<file path="src/rtl/rfin_pkt_receiver.sv">
// RF link receive front end: preamble lock, pulse-position bit recovery, 64-bit payload delivery.
// Optional build macro RFRX_GLITCH_FILTER_EN requires rs high for two cycles before an edge counts.
//
// state | meaning
// IDLE  | receiver disabled (RX=0), frame state cleared
// HUNT  | waiting for the first preamble pulse
// PRE   | counting preamble pulses inside the acceptance window
// DATA  | deserializing payload bits, one decision per slot
module rfin_pkt_receiver #(
   parameter int BIT_CLKS = 10000,
   parameter int WIN_CLKS = 1000,
   parameter int PRE_LEN  = 8
) (
   input  logic        i_PCLK,
   input  logic        i_PRESET,
   input  logic        rfin,
   input  logic        RX,
   input  logic        pkt_ack,
   output logic        pkt_rec,
   output logic [63:0] pkt_data,
   output logic        rx_busy,
   output logic        rx_err,
   output logic        overflow
);

   localparam int CNT_W = $clog2(BIT_CLKS + WIN_CLKS + 1);
   localparam logic [CNT_W-1:0] CNT_MAX    = CNT_W'(BIT_CLKS + WIN_CLKS);
   localparam logic [CNT_W-1:0] WIN_OPEN   = CNT_W'(BIT_CLKS - WIN_CLKS);
   localparam logic [CNT_W-1:0] CNT_ONE    = CNT_W'(1);
   localparam logic [CNT_W-1:0] CNT_RESYNC = CNT_W'(WIN_CLKS + 1);
   localparam logic [3:0]       PRE_LAST   = 4'(PRE_LEN - 1);

   typedef enum logic [1:0] {IDLE, HUNT, PRE, DATA} state_t;

   state_t           state, state_nxt;
   logic             rs_meta, rs, rs_d;
   logic             edge_raw, edge_q;
   logic [CNT_W-1:0] cnt, cnt_nxt, cnt_inc;
   logic [3:0]       pcnt, pcnt_nxt;
   logic [6:0]       bcnt, bcnt_nxt;
   logic [63:0]      sh, sh_nxt, pkt_word;
   logic             in_win, timeout, deliver, err_nxt;

`ifdef RFRX_GLITCH_FILTER_EN
   logic rs_dd;
   assign edge_raw = rs & rs_d & ~rs_dd;
`else
   assign edge_raw = rs & ~rs_d;
`endif

   always_ff @(posedge i_PCLK or posedge i_PRESET) begin
      if (i_PRESET) begin
         rs_meta <= 1'b0;
         rs      <= 1'b0;
         rs_d    <= 1'b0;
`ifdef RFRX_GLITCH_FILTER_EN
         rs_dd   <= 1'b0;
`endif
         edge_q  <= 1'b0;
      end else begin
         rs_meta <= rfin;
         rs      <= rs_meta;
         rs_d    <= rs;
`ifdef RFRX_GLITCH_FILTER_EN
         rs_dd   <= rs_d;
`endif
         edge_q  <= edge_raw;
      end
   end

   // The reference cycle itself counts as the loaded value, so the register is loaded with value+1.
   // This keeps cnt equal to BIT_CLKS at a nominal pulse and avoids drift across runs of zeros.
   assign cnt_inc  = (cnt == CNT_MAX) ? cnt : cnt + CNT_ONE;
   assign in_win   = (cnt >= WIN_OPEN);
   assign timeout  = (cnt == CNT_MAX);
   assign pkt_word = {sh[62:0], edge_q};
   assign rx_busy  = (state == PRE) || (state == DATA);

   always_comb begin
      state_nxt = state;
      cnt_nxt   = cnt_inc;
      pcnt_nxt  = pcnt;
      bcnt_nxt  = bcnt;
      sh_nxt    = sh;
      deliver   = 1'b0;
      err_nxt   = 1'b0;
      if (!RX) begin
         state_nxt = IDLE;
         cnt_nxt   = '0;
         pcnt_nxt  = '0;
         bcnt_nxt  = '0;
         sh_nxt    = '0;
      end else begin
         case (state)
            IDLE: begin
               state_nxt = HUNT;
               cnt_nxt   = '0;
            end
            HUNT: begin
               if (edge_q) begin
                  state_nxt = PRE;
                  cnt_nxt   = CNT_ONE;
                  pcnt_nxt  = 4'd1;
               end
            end
            PRE: begin
               if (edge_q && in_win) begin
                  cnt_nxt = CNT_ONE;
                  if (pcnt == PRE_LAST) begin
                     state_nxt = DATA;
                     pcnt_nxt  = '0;
                     bcnt_nxt  = '0;
                  end else begin
                     pcnt_nxt = pcnt + 4'd1;
                  end
               end else if (edge_q) begin
                  cnt_nxt  = CNT_ONE;
                  pcnt_nxt = 4'd1;
               end else if (timeout) begin
                  state_nxt = HUNT;
                  pcnt_nxt  = '0;
               end
            end
            DATA: begin
               if (edge_q && !in_win) begin
                  err_nxt   = 1'b1;
                  state_nxt = HUNT;
                  sh_nxt    = '0;
                  bcnt_nxt  = '0;
               end else if (edge_q || timeout) begin
                  sh_nxt  = pkt_word;
                  cnt_nxt = edge_q ? CNT_ONE : CNT_RESYNC;
                  if (bcnt == 7'd63) begin
                     deliver   = 1'b1;
                     state_nxt = HUNT;
                     bcnt_nxt  = '0;
                     sh_nxt    = '0;
                  end else begin
                     bcnt_nxt = bcnt + 7'd1;
                  end
               end
            end
            default: state_nxt = IDLE;
         endcase
      end
   end

   always_ff @(posedge i_PCLK or posedge i_PRESET) begin
      if (i_PRESET) begin
         state    <= IDLE;
         cnt      <= '0;
         pcnt     <= '0;
         bcnt     <= '0;
         sh       <= '0;
         rx_err   <= 1'b0;
         pkt_rec  <= 1'b0;
         pkt_data <= '0;
         overflow <= 1'b0;
      end else begin
         state  <= state_nxt;
         cnt    <= cnt_nxt;
         pcnt   <= pcnt_nxt;
         bcnt   <= bcnt_nxt;
         sh     <= sh_nxt;
         rx_err <= err_nxt;
         if (pkt_ack)
            overflow <= 1'b0;
         if (deliver && pkt_rec && !pkt_ack)
            overflow <= 1'b1;
         if (deliver)
            pkt_rec <= 1'b1;
         else if (pkt_ack)
            pkt_rec <= 1'b0;
         // An acknowledge in the delivery cycle frees the slot, so the new word is taken.
         if (deliver && (!pkt_rec || pkt_ack))
            pkt_data <= pkt_word;
      end
   end

endmodule

</file>
<file path="config.mk">
export PLATFORM = sky130hd
export DESIGN_NAME = rfin_pkt_receiver
export DESIGN_NICKNAME = d
export VERILOG_FILES = /design/src/rtl/rfin_pkt_receiver.sv
export SDC_FILE = /design/constraint.sdc
export NUM_CORES = 1
export LEC_CHECK = 0
export ABC_AREA = 1
export CAP_MARGIN = 10
export CORE_ASPECT_RATIO = 1.1
export CORE_MARGIN = 3
export CORE_UTILIZATION = 25
export DETAILED_ROUTE_END_ITERATION = 16
export PLACE_DENSITY = 0.52
export REMOVE_ABC_BUFFERS = 1
export SLEW_MARGIN = 20
export SYNTH_ARGS = -nofsm -noshare
export SYNTH_HDL_FRONTEND = slang
export SYNTH_SLANG_ARGS = --single-unit
</file>
<file path="constraint.sdc">
create_clock -name i_PCLK -period 6.7 [get_ports i_PCLK]
set_input_delay 1.34 -clock i_PCLK [delete_from_list [all_inputs] [get_ports i_PCLK]]
set_output_delay 1.34 -clock i_PCLK [all_outputs]
set_load 0.05 [all_outputs]
</file>
Yosys cells after proc, flatten, opt, wreduce, memory -nomap -nowiden
Index checks and enable logic that the tools add are counted.
{"block": "totals", "reg_bits": 161, "input_bits": 5, "out_inout_bits": 68, "wordCells": 104}
{"block": "classes", "add_sub_neg": 3, "order_cmp": 1, "eq_ne": 19, "n_mux": 48, "bitwise_logic": 2, "reduce_logical": 18}
{"operator": "$mux 63", "n": 5}
{"operator": "$mux 14", "n": 6}
{"operator": "$pmux 14 s4", "n": 1}
{"operator": "$mux 7", "n": 6}
{"operator": "$mux 4", "n": 6}
{"operator": "$mux 2", "n": 9}
{"operator": "$add 14x1->14 const B", "n": 1}
{"operator": "$eq 14x14->1 const B", "n": 1}
{"operator": "$ge 14x14->1 const B", "n": 1}
{"operator": "$pmux 7 s2", "n": 1}
{"operator": "$ne 4x3->1 const B", "n": 3}
{"operator": "$mux 1", "n": 11}
{"operator": "$mux 10", "n": 1}
{"operator": "$ne 3x1->1 const B", "n": 3}
{"operator": "$ne 4x2->1 const B", "n": 2}
{"operator": "$pmux 2 s4", "n": 1}
{"operator": "$pmux 4 s2", "n": 1}
{"operator": "$add 7x1->7 const B", "n": 1}
{"operator": "$eq 7x6->1 const B", "n": 1}
{"operator": "$ne 3x2->1 const B", "n": 2}
{"operator": "$reduce_and 6->1", "n": 1}
{"operator": "$logic_and 1x1->1", "n": 5}
{"operator": "$ne 5x4->1 const B", "n": 1}
{"operator": "$add 4x1->4 const B", "n": 1}
{"operator": "other kinds (14)", "n": 20}

Logic depth before layout (Yosys ltp)
{"block": "depth", "ltp_word": 9, "ltp_mapped": 11, "mapped_depth_nobuf": 11}

Worst setup path after synthesis
OpenSTA, ideal clock, no wires.
{"block": "synth_timing", "path_type": "reg-to-output", "start": "register state[0]", "end": "output rx_busy", "arrival_ns": 1.255, "t_required_ns": 5.360, "slack_ns": 4.105, "stages_incl_launch_ff": 6, "path_buffers": 1, "path_cell_list": "dfrtp_1 > inv_1 > ha_1 > clkbuf_1 > inv_1 > nand2_1"}
{"block": "synth_via", "elab_chain_len": 2, "word_cells_on_any_way": 3, "cone_classes": "eq/ne (2); reduce/logical (1)"}
{"element": "start: declaration", "line_no": "35", "source": "state_t state, state_nxt;"}
{"element": "start signal: assignment", "line_no": "160", "source": "state <= state_nxt;"}
{"element": "$eq 2x2->1", "line_no": "77", "source": "assign rx_busy = (state == PRE) || (state == DATA);"}
{"element": "$logic_or 1x1->1 *", "line_no": "77"}
{"element": "end: declaration", "line_no": "21", "source": "output logic rx_busy,"}
Every way passes the cells marked *; elsewhere a longest branch is shown, timed or not.

Worst setup path in the final report
Ends and elaborated chain as after synthesis.

==> metrics.md <==
| Metric | Value |
|---|---|
| Seq cells post-synth | `161` |
| Ports | `73` |
| Power per Cell Area | `247.3 nW/um^2` |
| Measured slew at the worst slew-check pin | `947.3 ps` |
| Max-cap violations | `0` |
| Netlist cell types | `31` |
| Die Ht | `181.1 um` |
| Detailed Routing Iterations Pass 1 | `6` |
| Part of the power in combinational logic | `0.069` |
| ANT cells | `0` |
| Input/output buffers | `72` |
| Leakage | `3.599 nW` |
| Peak VDD IR | `149.7 uV` |
| Initial antenna violation count | `0` |
| Cell area after layout | `8524 sq um` |
| Crit-path cells | `inv_1, ha_1, inv_1, nand2_1, clkdlybuf4s50_1` |
| Remaining DRCs | `0` |
| CTS buffer count | `17` |
| Commonest cells in the netlist | `dfrtp_1, inv_1, nand2_1` |
| RSZ-0062 raised after global routing | `false` |
| Routed wire length | `14690 um` |
| Top-count cell post-synth | `dfrtp_1` |
| Crit path depth | `5` |
| Ys flop type | `dfrtp_1` |
| Worst r2r path cells | `10` |
| Worst EP required | `5360 ps` |
| Clock skew | `16.22 ps` |
| Hold WC Path Type | `reg -> reg` |
| Worst-path maximum fanout | `8` |
| Die width | `165.2 um` |
| Worst slew margin | `0.3685` |
| Total Routing Usage GR | `0.1052` |
| Area contributors post-synth | `dfrtp_1, o21ai_2, o22ai_1` |
| Clock Sink Count | `161` |
| Setup slack at placement | `2929 ps` |
| Internal power | `1.522 mW` |
| Crit end category | `output pin` |
| Status | `finished, final reports clean` |
| Final net count | `746` |
| Via density | `4.246` |
| CTS resizes | `0` |
| WP data arrival | `2310 ps` |
| Row cnt | `63` |
| Tmin final | `3646 ps` |
| Mapped Area | `6969 sq um` |
| Kind of critical path | `reg -> out` |
| Core Area | `27190 sq um` |
| Wire per inst | `13.32 um` |
| FFs w/ async S/R, synth | `1.000` |
| Worst setup margin | `3054 ps` |
| Delay-heaviest family, CP | `buffers and inverters` |
| Vias in the first global route | `4814` |
| Max clock buf depth | `2` |
| Area leader, netlist | `dfrtp_1` |
| DP Area | `7935 sq um` |
| Clock-pin slew on the worst setup and hold paths | `70 ps` |
| Filler cell count in the final layout | `2813` |
| Sw frac | `0.2779` |
| # setup viols final | `0` |
| Area growth from synthesis to layout | `22.32%` |
| Cell with the most instances on the worst path | `inv_1` |
| Starting density of the core | `0.2563` |
| CP startpoint kind | `register` |
| H-tree depth | `4` |
| Post-route ant nets | `0` |
| Mapped Cells | `665` |
| Syn_area_per_cell | `10.48 sq um` |
| Die ar. | `29920 sq um` |
| Crit-path slowest cell | `clkdlybuf4s50_1` |
| Placer Congestion | `0.7674` |
| First-pass GRT wire length | `25270 um` |
| Clk root buf | `clkbuf_16` |
| Sw power | `585.7 uW` |
| Max stage delay on crit path | `800 ps` |
| Share of cells above drive strength 1 | `0.2212` |
| Pin count of the biggest net entering global routing | `92` |
| Post-CTS setup buffer count | `0` |
| Post-synth EDFFs | `0` |
| Final Hold Fails | `0` |
| Clk_lat worst skew | `430 ps` |
| Worst hold path depth | `0` |
| Part of the power in registers | `0.472` |
| Dpl hpwl | `9342 um` |
| TNS Setup | `0 ps` |
| Seq/Total Area, Yosys | `0.5781` |
| Synth top area share | `0.5781` |
| Clock Power Share | `0.459` |
| Fmax | `274.2 MHz` |
| Vias | `4683` |
| Worst Path Buf+Inv | `3` |
| CTS tree | `built` |
| 1st-iter DRT viols | `212` |
| Post-CTS Hold Buffers | `0` |
| Fin crit share | `0.5442` |
| Final Max Slew Viols | `0` |
| Grt ovf | `0` |
| Ys Warns | `0` |
==> final timing paths <==
path / from / to / slack, ps
worst min register to register: rs_meta$_DFF_PP0_ / rs$_DFF_PP0_ / 360
max in group asynchronous: i_PRESET / cnt[0]$_DFF_PP0_ / 3990
worst min-delay path: rs_meta$_DFF_PP0_ / rs$_DFF_PP0_ / 360
min in group asynchronous: i_PRESET / sh[19]$_DFFE_PP0P_ / 1470
worst max register to register: cnt[0]$_DFF_PP0_ / pkt_data[37]$_DFFE_PP0P_ / 4050
worst max-delay path: state[0]$_DFFE_PP0P_ / rx_busy / 3050
==> power by group through the flow <==
stage | combinational, mW | sequential, mW | clock, mW
final | 0.146 | 0.994 | 0.968
after global routing | 0.167 | 0.995 | 1.05
after CTS | 0.148 | 0.994 | 1.00
after detailed placement | 0.148 | 1.01 | 0
after global placement | 0.147 | 1.01 | 0
after floorplan | 0.105 | 1.01 | 0
==> layout by cell type (no fill, tap or decap), drive strengths merged, types with 4 or more instances in the layout <==
cell type and instances:
a21oi 8, buf 6, clkbuf 17, clkdlybuf4s50 72, clkinv 7, dfrtp 161, ha 8, inv 102
nand2 126, nand3 28, nand4 6, nor2 38, nor3 7, o21ai 78, o22ai 61, xnor2 4
xor2 12
==> layer usage <==
layer	vias up	share of wire	wire, um	track usage
met4	0	0.0086	126	0.02785
met2	73	0.45	6610	0.1547
met3	7	0.040	594	0.03485
met5	-	0	0	0
met1	2286	0.50	7361	0.1482
li1	2317	-	-	-
==> stage by stage <==
step                      total power [mW]    util  hold slack [ps]  std cells
after floorplan                      1.115       -            331.2        636
after global placement               1.159  0.2918            341.3       1071
after detailed placement             1.161  0.2918            344.9       1071
after CTS                            2.144  0.3135            363.7       1103
after global routing                 2.210  0.3135            376.0       1103
final                                2.108  0.3135            355.6       1103
==> cells by family (layout without fill, tap and decap cells) <==
family,count (synthesis),count (layout),synth area share
and+or+nand+nor,208,208,0.1442
xor gates and xnor gates,16,16,0.02011
AOI/OAI and AO/OA,149,149,0.1562
adders and majority gates,8,8,0.01436
buffers and inverters,123,204,0.08707
DFF,161,161,0.5781
==> cell type report <==
type	count	area, sq um	share of cell area
clock inverters	15	163.9	0.01923
well taps	357	446.7	0.05240
flip-flops and latches	161	4029	0.4726
multi-input cells	381	2336	0.2740
clock buffers	17	425.4	0.04990
repair buffers	78	765.7	0.08983
inverters	94	357.8	0.04198
==> state kept, by name, summed over array words and instances (netlist names) <==
signal	count
pkt_data	64
sh	63
cnt	14
bcnt	7
pcnt	4
state	2
edge_q	1
overflow	1
pkt_rec	1
rs	1
rs_d	1
rs_meta	1
rx_err	1
Note: power is estimated with default switching activity, not from simulation.
==> RTL change (same flow settings) <==
Register the output `overflow` once more, with the module's reset; this adds one clock of latency there. The other outputs are not delayed to match.
--- a/src/rtl/rfin_pkt_receiver.sv
+++ b/src/rtl/rfin_pkt_receiver.sv
@@ -31,6 +31,8 @@
    localparam logic [3:0]       PRE_LAST   = 4'(PRE_LEN - 1);
 
    typedef enum logic [1:0] {IDLE, HUNT, PRE, DATA} state_t;
+
+   logic overflow_s0;
 
    state_t           state, state_nxt;
    logic             rs_meta, rs, rs_d;
@@ -155,7 +157,7 @@
          rx_err   <= 1'b0;
          pkt_rec  <= 1'b0;
          pkt_data <= '0;
-         overflow <= 1'b0;
+         overflow_s0 <= 1'b0;
       end else begin
          state  <= state_nxt;
          cnt    <= cnt_nxt;
@@ -164,9 +166,9 @@
          sh     <= sh_nxt;
          rx_err <= err_nxt;
          if (pkt_ack)
-            overflow <= 1'b0;
+            overflow_s0 <= 1'b0;
          if (deliver && pkt_rec && !pkt_ack)
-            overflow <= 1'b1;
+            overflow_s0 <= 1'b1;
          if (deliver)
             pkt_rec <= 1'b1;
          else if (pkt_ack)
@@ -177,5 +179,13 @@
       end
    end
 
+   always_ff @(posedge i_PCLK or posedge i_PRESET) begin
+      if (i_PRESET) begin
+         overflow <= '0;
+      end else begin
+         overflow <= overflow_s0;
+      end
+   end
+
 endmodule
 
Function: no difference found for any inputs over 10 cycles, from zero or initial values and one cycle with i_PRESET high; that may be too few to reach the edited logic, so the function may still have changed.
==> RTL change against the unedited design <==
Final area up 0.35%; power is 0.17% lower; setup slack got worse by 0.016 ns; fmax down 0.43%; via count is 0.15% lower; sequential cell count increased by 1; non-clock buffer count unchanged; wire length is 1.0% higher; hold slack worse by 0.0075 ns; synthesized area up 0.36%; clock skew down 0.0040 ns; cell count hardly changed; register-to-register slack gained 0.12 ns.
==> RTL change: results (changes against the unedited design) <==
<table>
<tr><th>Metric</th><th>Value</th></tr>
<tr><th colspan="2">Power</th></tr>
<tr><td>Largest vdd supply drop</td><td>0.1184 mV (-21%)</td></tr>
<tr><td>Leakage dissipation</td><td>0.003607 uW (+0.22%)</td></tr>
<tr><td>Internal portion of total power</td><td>1527 uW (+0.33%)</td></tr>
<tr><th colspan="2">Drt</th></tr>
<tr><td>Met2 wire length</td><td>6583 um (-0.41%)</td></tr>
<tr><td>Wl on met1</td><td>7377 um (+0.22%)</td></tr>
<tr><th colspan="2">Logic synthesis</th></tr>
<tr><td>Post-synthesis instance total</td><td>666 (+0.15%)</td></tr>
<tr><td>Post-synthesis sequential area ratio</td><td>57.96% (+0.15 points)</td></tr>
<tr><td>Top area cells in the synthesized netlist</td><td>sky130_fd_sc_hd__dfrtp_1 (58%), sky130_fd_sc_hd__o21ai_2 (8.0%), sky130_fd_sc_hd__o22ai_1 (5.5%)</td></tr>
<tr><td>Adder-Cell Fraction of Synth Area</td><td>1.431% (-0.0051 points)</td></tr>
<tr><td>Parity-gate share of the synthesized area counting xor and xnor cells</td><td>2.004% (-0.0072 points)</td></tr>
<tr><td>Top cells by count, synth</td><td>sky130_fd_sc_hd__dfrtp_1 (162), sky130_fd_sc_hd__inv_1 (87), sky130_fd_sc_hd__nand2_1 (82), sky130_fd_sc_hd__o21ai_2 (64), sky130_fd_sc_hd__o22ai_1 (61)</td></tr>
<tr><th colspan="2">Status</th></tr>
<tr><td>Run status</td><td>complete, no violations</td></tr>
<tr><th colspan="2">GRT</th></tr>
<tr><td>Met3 track demand over resource in global routing</td><td>3.856% (+0.37 points)</td></tr>
<tr><td>Met2 global-route usage</td><td>15.13% (-0.34 points)</td></tr>
<tr><td>Wire length of the first global-routing pass</td><td>25060 um (-0.82%)</td></tr>
<tr><th colspan="2">Timing</th></tr>
<tr><td>Transition time of the tightest slew-check pin</td><td>1.062 ns (+0.1149 ns)</td></tr>
<tr><td>Final Hold Slack</td><td>0.3481 ns (-0.007453 ns)</td></tr>
<tr><td>Crit share post-route</td><td>54.66% (+0.24 points)</td></tr>
<tr><th colspan="2">Setup path</th></tr>
<tr><td>Reg-to-reg startpoint</td><td>cnt[5]$_DFF_PP0_</td></tr>
<tr><td>RR Endpoint</td><td>pkt_data[57]$_DFFE_PP0P_</td></tr>
<tr><td>Worst reg-to-reg path cell count</td><td>8 (-2)</td></tr>
<tr><th colspan="2">Die</th></tr>
<tr><td>Horizontal extent of the die</td><td>165.5 um (+0.17%)</td></tr>
<tr><th colspan="2">Place</th></tr>
<tr><td>Routability congestion estimate from global placement</td><td>0.8091 (+5.4%)</td></tr>
<tr><td>Post-detailed-placement cell area</td><td>0.007960 sq mm (+0.32%)</td></tr>
<tr><td>Setup slack at placement</td><td>3.061 ns (+0.1318 ns)</td></tr>
<tr><td>Placed wire-length estimate after detailed placement</td><td>9455 um (+1.2%)</td></tr>
<tr><th colspan="2">Layout</th></tr>
<tr><td>Nets</td><td>747 (+0.13%)</td></tr>
<tr><td>Number of non-filler instances in the completed layout</td><td>1104 (+0.091%)</td></tr>
</table>
==> RTL change: cell types whose count changed in the layout (fill, tap and decap cells not counted) <==
cell | unedited run | this run
sky130_fd_sc_hd__inv_6 | 5 | 3
sky130_fd_sc_hd__dfrtp_1 | 161 | 162
sky130_fd_sc_hd__clkinv_4 | 4 | 3
sky130_fd_sc_hd__clkinvlp_4 | 0 | 2
sky130_fd_sc_hd__clkinv_8 | 3 | 4
==> RTL change: layout make-up <==
cell class              instances  area, sq um
fillers                      2887        18720
flip-flops and latches        162         4054
multi-input cells             381         2336
repair buffers                 78        765.7
well taps                     357        446.7
clock buffers                  17        425.4
inverters                      94        357.8
clock inverters                15        168.9
==> RTL change: power groups by stage <==
stage	combinational, uW	clock, uW	sequential (uW)
after global routing	166	1040	1000
after detailed placement	147	0	1020
after floorplan	105	0	1020
after global placement	147	0	1020
final	145	960	1000
after CTS	147	994	1000
